File: src/rtl/gemm_pkg.sv
// gemm_pkg: shared GEMM command types, parser state enum and header decode helpers
package gemm_pkg;

    typedef logic [7:0] cmd_op_s;

    localparam cmd_op_s OP_FETCH  = 8'hF0;
    localparam cmd_op_s OP_DISP   = 8'hF1;
    localparam cmd_op_s OP_TILE   = 8'hF2;
    localparam cmd_op_s OP_WAIT_D = 8'hF3;
    localparam cmd_op_s OP_WAIT_T = 8'hF4;

    typedef struct packed {
        logic [7:0] rsvd;
        logic [7:0] len;
        logic [7:0] id;
        cmd_op_s    op;
    } cmd_header_s;

    typedef enum logic [2:0] {HDR, PAY, ISSUE, WAIT_D, WAIT_T, SKIP} gemm_parser_state_e;

    // Payload length in bytes a well-formed command must carry; 0 marks an unknown op.
    function automatic logic [7:0] cmd_expected_len(cmd_op_s op, int unsigned pay_words);
        return (op == OP_FETCH || op == OP_DISP || op == OP_TILE) ? 8'(4 * pay_words) :
               (op == OP_WAIT_D || op == OP_WAIT_T) ? 8'd4 : 8'd0;
    endfunction

    function automatic logic cmd_header_ok(cmd_header_s h, int unsigned pay_words);
        return h.len != 8'd0 && h.len == cmd_expected_len(h.op, pay_words);
    endfunction

    // Words to discard after a malformed header: ceil(len/4).
    function automatic logic [7:0] cmd_skip_words(cmd_header_s h);
        return 8'((9'(h.len) + 9'd3) >> 2);
    endfunction

endpackage

File: src/rtl/gemm_cmd_done_tracker.sv
// gemm_cmd_done_tracker: latches the latest completion ID and flags a match with the awaited ID
// Ports: i_clk/i_reset_n clock and async active-low reset; i_done/i_done_id completion pulse and ID;
//        i_wait_id ID being waited on; o_match set once a completion was seen and its ID equals i_wait_id.
module gemm_cmd_done_tracker #(
    parameter int ID_W = 8
) (
    input  logic            i_clk,
    input  logic            i_reset_n,
    input  logic            i_done,
    input  logic [ID_W-1:0] i_done_id,
    input  logic [ID_W-1:0] i_wait_id,
    output logic            o_match
);

    logic [ID_W-1:0] done_id;
    logic            seen;

    always_ff @(posedge i_clk or negedge i_reset_n) begin
        if (!i_reset_n) begin
            done_id <= '0;
            seen    <= 1'b0;
        end else if (i_done) begin
            done_id <= i_done_id;
            seen    <= 1'b1;
        end
    end

    assign o_match = seen && (done_id == i_wait_id);

endmodule

File: src/rtl/gemm_cmd_parser.sv
// gemm_cmd_parser: pops command words, issues fetch/disp/tile commands, resolves waits, skips malformed commands
// Ports: i_clk/i_reset_n clock and async active-low reset; i_cmd_word/i_cmd_valid/o_cmd_ready command FIFO pop;
//        o_{fetch,disp,tile}_valid / i_{fetch,disp,tile}_ready engine channels sharing o_cmd_id/o_cmd_pay;
//        i_{disp,tile}_done(_id) completion pulses; o_idle parser waiting for a header; o_err malformed pulse.
// GEMM_CMD_PARSER_ERR_LOG_EN adds o_err_cnt (saturating error count) and o_err_last_hdr (last bad header).
module gemm_cmd_parser
    import gemm_pkg::*;
#(
    parameter int WORD_W    = 32,
    parameter int ID_W      = 8,
    parameter int PAY_WORDS = 3,
    parameter int NUM_COLS  = 24
) (
    input  logic                        i_clk,
    input  logic                        i_reset_n,
    input  logic [WORD_W-1:0]           i_cmd_word,
    input  logic                        i_cmd_valid,
    output logic                        o_cmd_ready,
    output logic                        o_fetch_valid,
    output logic                        o_disp_valid,
    output logic                        o_tile_valid,
    input  logic                        i_fetch_ready,
    input  logic                        i_disp_ready,
    input  logic                        i_tile_ready,
    output logic [ID_W-1:0]             o_cmd_id,
    output logic [PAY_WORDS*WORD_W-1:0] o_cmd_pay,
    input  logic                        i_disp_done,
    input  logic                        i_tile_done,
    input  logic [ID_W-1:0]             i_disp_done_id,
    input  logic [ID_W-1:0]             i_tile_done_id,
    output logic                        o_idle,
    output logic                        o_err
`ifdef GEMM_CMD_PARSER_ERR_LOG_EN
    ,
    output logic [15:0]                 o_err_cnt,
    output logic [WORD_W-1:0]           o_err_last_hdr
`endif
);

    localparam int IDX_W = PAY_WORDS > 1 ? $clog2(PAY_WORDS) : 1;
    localparam logic [23:0] COL_EN_MASK = 24'hFFFFFF >> (24 - NUM_COLS);
    localparam logic [WORD_W-1:0] WORD3_MASK = WORD_W'({COL_EN_MASK, 8'hFF});

    gemm_parser_state_e state;
    cmd_op_s            op;
    logic [7:0]         cnt;
    logic [IDX_W-1:0]   idx;
    logic [WORD_W-1:0]  pay_q [PAY_WORDS];
    logic [WORD_W-1:0]  pay_word;
    logic [7:0]         skip_words;
    logic               pop, hdr_ok, err_hit, accept, disp_match, tile_match;

    assign pop        = i_cmd_valid && o_cmd_ready;
    assign hdr_ok     = cmd_header_ok(cmd_header_s'(i_cmd_word[31:0]), PAY_WORDS);
    assign skip_words = cmd_skip_words(cmd_header_s'(i_cmd_word[31:0]));
    assign err_hit    = state == HDR && pop && !hdr_ok;
    assign accept     = (o_fetch_valid && i_fetch_ready) || (o_disp_valid && i_disp_ready) ||
                        (o_tile_valid && i_tile_ready);

    // Column enables in Word3[31:8] are trimmed to the columns that exist before disp/tile issue.
    assign pay_word = (PAY_WORDS >= 3 && (op == OP_DISP || op == OP_TILE) && idx == IDX_W'(2)) ?
                      (i_cmd_word & WORD3_MASK) : i_cmd_word;

    for (genvar w = 0; w < PAY_WORDS; w++) begin : g_pay
        assign o_cmd_pay[w*WORD_W +: WORD_W] = pay_q[w];
    end

    // Wait IDs arrive as payload Word1; completions are compared against registered IDs only.
    gemm_cmd_done_tracker #(.ID_W(ID_W)) u_disp_done (
        .i_clk     (i_clk),
        .i_reset_n (i_reset_n),
        .i_done    (i_disp_done),
        .i_done_id (i_disp_done_id),
        .i_wait_id (pay_q[0][ID_W-1:0]),
        .o_match   (disp_match)
    );

    gemm_cmd_done_tracker #(.ID_W(ID_W)) u_tile_done (
        .i_clk     (i_clk),
        .i_reset_n (i_reset_n),
        .i_done    (i_tile_done),
        .i_done_id (i_tile_done_id),
        .i_wait_id (pay_q[0][ID_W-1:0]),
        .o_match   (tile_match)
    );

    always_ff @(posedge i_clk or negedge i_reset_n) begin
        if (!i_reset_n) begin
            state         <= HDR;
            op            <= '0;
            cnt           <= '0;
            idx           <= '0;
            o_cmd_ready   <= 1'b0;
            o_fetch_valid <= 1'b0;
            o_disp_valid  <= 1'b0;
            o_tile_valid  <= 1'b0;
            o_cmd_id      <= '0;
            o_idle        <= 1'b1;
            o_err         <= 1'b0;
            for (int k = 0; k < PAY_WORDS; k++) pay_q[k] <= '0;
        end else begin
            o_err <= 1'b0;
            case (state)
                HDR: begin
                    o_cmd_ready <= 1'b1;
                    o_idle      <= 1'b1;
                    if (pop) begin
                        op       <= i_cmd_word[7:0];
                        o_cmd_id <= i_cmd_word[8 +: ID_W];
                        idx      <= '0;
                        if (hdr_ok) begin
                            state  <= PAY;
                            cnt    <= i_cmd_word[23:16] >> 2;
                            o_idle <= 1'b0;
                        end else begin
                            o_err <= 1'b1;
                            cnt   <= skip_words;
                            // A zero-length malformed command has nothing to skip.
                            if (skip_words != 8'd0) begin
                                state  <= SKIP;
                                o_idle <= 1'b0;
                            end
                        end
                    end
                end
                PAY: if (pop) begin
                    pay_q[idx] <= pay_word;
                    idx        <= idx + IDX_W'(1);
                    cnt        <= cnt - 8'd1;
                    if (cnt == 8'd1) begin
                        o_cmd_ready   <= 1'b0;
                        o_fetch_valid <= op == OP_FETCH;
                        o_disp_valid  <= op == OP_DISP;
                        o_tile_valid  <= op == OP_TILE;
                        state         <= op == OP_WAIT_D ? WAIT_D : op == OP_WAIT_T ? WAIT_T : ISSUE;
                    end
                end
                ISSUE: if (accept) begin
                    o_fetch_valid <= 1'b0;
                    o_disp_valid  <= 1'b0;
                    o_tile_valid  <= 1'b0;
                    o_cmd_ready   <= 1'b1;
                    o_idle        <= 1'b1;
                    state         <= HDR;
                end
                WAIT_D, WAIT_T: if (state == WAIT_D ? disp_match : tile_match) begin
                    o_cmd_ready <= 1'b1;
                    o_idle      <= 1'b1;
                    state       <= HDR;
                end
                SKIP: if (pop) begin
                    cnt <= cnt - 8'd1;
                    if (cnt == 8'd1) begin
                        o_idle <= 1'b1;
                        state  <= HDR;
                    end
                end
                default: state <= HDR;
            endcase
        end
    end

`ifdef GEMM_CMD_PARSER_ERR_LOG_EN
    always_ff @(posedge i_clk or negedge i_reset_n) begin
        if (!i_reset_n) begin
            o_err_cnt      <= '0;
            o_err_last_hdr <= '0;
        end else if (err_hit) begin
            o_err_cnt      <= o_err_cnt == 16'hFFFF ? o_err_cnt : o_err_cnt + 16'd1;
            o_err_last_hdr <= i_cmd_word;
        end
    end
`else
    logic unused_err_hit;
    assign unused_err_hit = err_hit;
`endif

endmodule
File: config.mk
export PLATFORM = sky130hd
export DESIGN_NAME = gemm_cmd_parser
export DESIGN_NICKNAME = d
export VERILOG_FILES = /design/src/rtl/gemm_pkg.sv /design/src/rtl/gemm_cmd_done_tracker.sv /design/src/rtl/gemm_cmd_parser.sv
export SDC_FILE = /design/constraint.sdc
export NUM_CORES = 1
export LEC_CHECK = 0
export CORE_MARGIN = 2
export CORE_UTILIZATION = 40
export CTS_CLUSTER_DIAMETER = 120
export CTS_CLUSTER_SIZE = 14
export DETAILED_ROUTE_END_ITERATION = 6
export GPL_TIMING_DRIVEN = 1
export PLACE_DENSITY = 0.66
export SLEW_MARGIN = 25
export SYNTH_ARGS = -nofsm -noshare
export SYNTH_HDL_FRONTEND = slang
export SYNTH_HIERARCHICAL = 1
export SYNTH_SLANG_ARGS = --single-unit
export TNS_END_PERCENT = 50
File: constraint.sdc
create_clock -name i_clk -period 3.9 [get_ports i_clk]
set_clock_uncertainty 0.1 [all_clocks]
set_input_delay 0.585 -clock i_clk [delete_from_list [all_inputs] [get_ports i_clk]]
set_output_delay 0.585 -clock i_clk [all_outputs]
set_load 0.005 [all_outputs]
==> results.json <==
{
  "outcome": "completed",
  "clk_latency_ns": 0.41,
  "core-area_um2": 15800,
  "antenna_cells": 0,
  "synth_warnings": 6,
  "ys_top_cells_by_area": "dfrtp_1, mux2_2, mux2_4",
  "rsz0062_at_grt": "false",
  "gp_congestion": 0.769,
  "finalWirelength_mm": 15.8,
  "synthDominantCellAreaShare_pct": 57.3,
  "tightest_slew_ns": 0.908,
  "path_cells": "clkdlybuf4s50_1 -> and2_1 -> nand2_1 -> nor2_1 -> nand2_1 -> buf_4 -> mux2_2",
  "antenna_found_initial": 0,
  "dieArea_um2": 17200,
  "path_max_fanout": 17,
  "cts_buffer_depth": 2,
  "wl_met2_mm": 8.02,
  "routedWlPerCell_um": 18.5,
  "timing.critical_path.mode_cell": "nand2_1",
  "max_freq_mhz": 366,
  "post_cts_resized": 0,
  "min_period_ns": 2.73,
  "numPortBuffers": 165,
  "die_y_um": 131,
  "grt_max_degree": 80,
  "clock-sinks": 149,
  "drive_gt1_share_pct": 29.2,
  "syn_avg_cell_area_um2": 14.1,
  "hold_path.class": "input port to asynchronous set/reset pin",
  "yosys.area.top_type": "dfrtp_1",
  "p_sw_uw": 698,
  "clock-root-buffer": "clkbuf_16",
  "firstDrtPassIters": 4,
  "syn-num-nets": 520,
  "cts_buffers": 17,
  "synth_cells": 459,
  "fillers": 1344,
  "areaGrowthSynthToFinish_pct": 37.2,
  "cp.required_ns": 4.09,
  "slew_headroom_pct": 39.2,
  "grt_util_all_layers_pct": 19.2,
  "grt_pass1_wl_mm": 26.0,
  "final_antenna_net_count": 0,
  "vias": 4319,
  "post_cts.repair.setup_buffers": 0,
  "p_leak_uw": 0.00408,
  "drc": 0,
  "swShare_pct": 21.4,
  "initial_core_util_pct": 40.9,
  "nets": 690,
  "pin_count": 166,
  "reg2reg_from": "state[2]",
  "grt_overflow": 0,
  "synth.most_common_cell": "dfrtp_1",
  "cap_violations": 0,
  "yosys.cell_types.count": 59,
  "ctsHoldBuffers": 0,
  "clk_pin_slew_ns": 0.05,
  "p_int_uw": 2570,
  "ys_ff_latch": 149,
  "end_kind": "register",
  "peakVddDrop_v": 0.000278,
  "cp.arrival_ns": 2.92,
  "fin_util_pct": 56.1,
  "met3WireLength_um": 857,
  "highest_layer": "met4",
  "dp_hpwl_mm": 11.3,
  "num_rows": 46,
  "die_w_um": 131,
  "grt_pass1_vias": 4652,
  "setup.worst_path.start_class": "input port",
  "critical_path_class": "input port to register",
  "p_seq_share_pct": 48.2,
  "ys_seq_area_share_pct": 57.7,
  "pwr-share-clk_pct": 46.5,
  "tritoncts": "done",
  "drt_iter0_drc": 210,
  "pwr-share-comb_pct": 5.3,
  "synthArstFlopShare_pct": 100,
  "hold_violations": 0,
  "cpPeakStageDelay_ns": 0.54,
  "routed_via_density": 5.05,
  "m1WireLength_mm": 6.64,
  "tns_ns": 0,
  "synth_common_cells": "dfrtp_1, mux2_2, nand2_1",
  "syn_area_um2": 6470,
  "cts.htree.levels": 4,
  "crit_slowest_cell": "nand2_1",
  "p_per_area_nw_per_um2": 368,
  "synth_ff_type": "dfrtp_1",
  "synth_edf_count": 0,
  "setup_violations": 0,
  "post-route-period-util_pct": 70.0,
  "slew_viol_final": 0,
  "critPathLaunch": "i_cmd_valid"
}
## area by class of cell
type	count	area [um2]	share of cell area [%]
clock buffer	21	470	5.30
tap	216	270	3.04
timing repair buffer	171	1710	19.3
multi-input combinational	281	2580	29.1
inverter	9	33.8	0.381
sequential	149	3730	42.0
clock inverter	9	80.1	0.902
## cells by family (layout without fill, tap and decap cells)
| logic type | count (synthesis) | after routing | synth area share [%] |
|---|---|---|---|
| AOI/OAI and AO/OA | 41 | 41 | 4.56 |
| xor gates and xnor gates | 22 | 22 | 2.98 |
| adders and majority gates | 5 | 5 | 0.967 |
| buffers and inverters | 29 | 210 | 2.48 |
| DFF | 149 | 149 | 57.7 |
| muxes | 135 | 135 | 24.4 |
| and+or+nand+nor | 78 | 78 | 6.94 |
## state kept, by name (all words and copies together), names as in the netlist, 2 cells and up
signal	cells
state	3
idx	2
op	8
o_cmd_id	8
u_disp_done/done_id	8
u_tile_done/done_id	8
cnt	8
o_cmd_pay	96
## power by group through the flow
stage	logic [uW]	registers [uW]	clock network, uW
global placement	173	1600	0
global route	192	1580	1630
CTS	178	1580	1560
finish	174	1580	1520
floorplan	61.8	1600	0
detailed placement	178	1600	0
## cell usage in the layout (no fill, tap or decap), types with 4 or more instances in the layout
cell,n
mux2_4,16
inv_1,9
nor2_1,9
buf_4,5
xnor2_1,18
clkdlybuf4s50_1,164
mux2_2,118
nand3_1,5
o21ai_0,12
nand2_1,23
clkbuf_16,17
nor4_1,4
nor3_1,7
clkinvlp_4,4
xor2_1,4
ha_1,5
dfrtp_1,148
clkinv_2,4
a21oi_1,6
## worst paths after layout
path                                    end  slack, ns  depth (start not counted)
setup / recovery              o_cmd_pay[69]       1.17                          7
setup reg to reg              o_cmd_pay[69]       1.21                          6
hold reg to reg            u_disp_done/seen       0.37                          1
hold / removal                 o_cmd_pay[8]       0.07                          1
min in group i_clk         u_disp_done/seen       0.37                          1
max in group asynchronous     o_cmd_pay[22]       2.74                          2
## stage by stage
| stage | area (um2) | std cells | total power, uW | setup slack [ns] | hold slack (ns) |
|---|---|---|---|---|---|
| 2_1_floorplan | 6470 | 459 | 1660 | 1.87 | 0.189 |
| 3_3_place_gp | 8330 | 826 | 1780 | 0.797 | 0.354 |
| 6_report | 8880 | 856 | 3270 | 1.17 | 0.0661 |
| 3_5_place_dp | 8330 | 826 | 1780 | 0.713 | 0.360 |
| 5_1_grt | 8880 | 856 | 3400 | 0.954 | 0.120 |
| 4_1_cts | 8880 | 856 | 3310 | 1.15 | 0.0961 |
## critical path: cells and delay by family
kind,cells,cell delay (ns)
buffers and inverters,2,0.91
muxes,1,0.30
and+or+nand+nor,4,1.11
## routing by layer
layer,vias to the layer above,track usage [%]
met1,2212,23.7
li1,1980,-
met3,24,5.79
met5,-,0
met2,103,31.9
met4,0,7.13
Note: power is estimated with default switching activity, not from simulation.
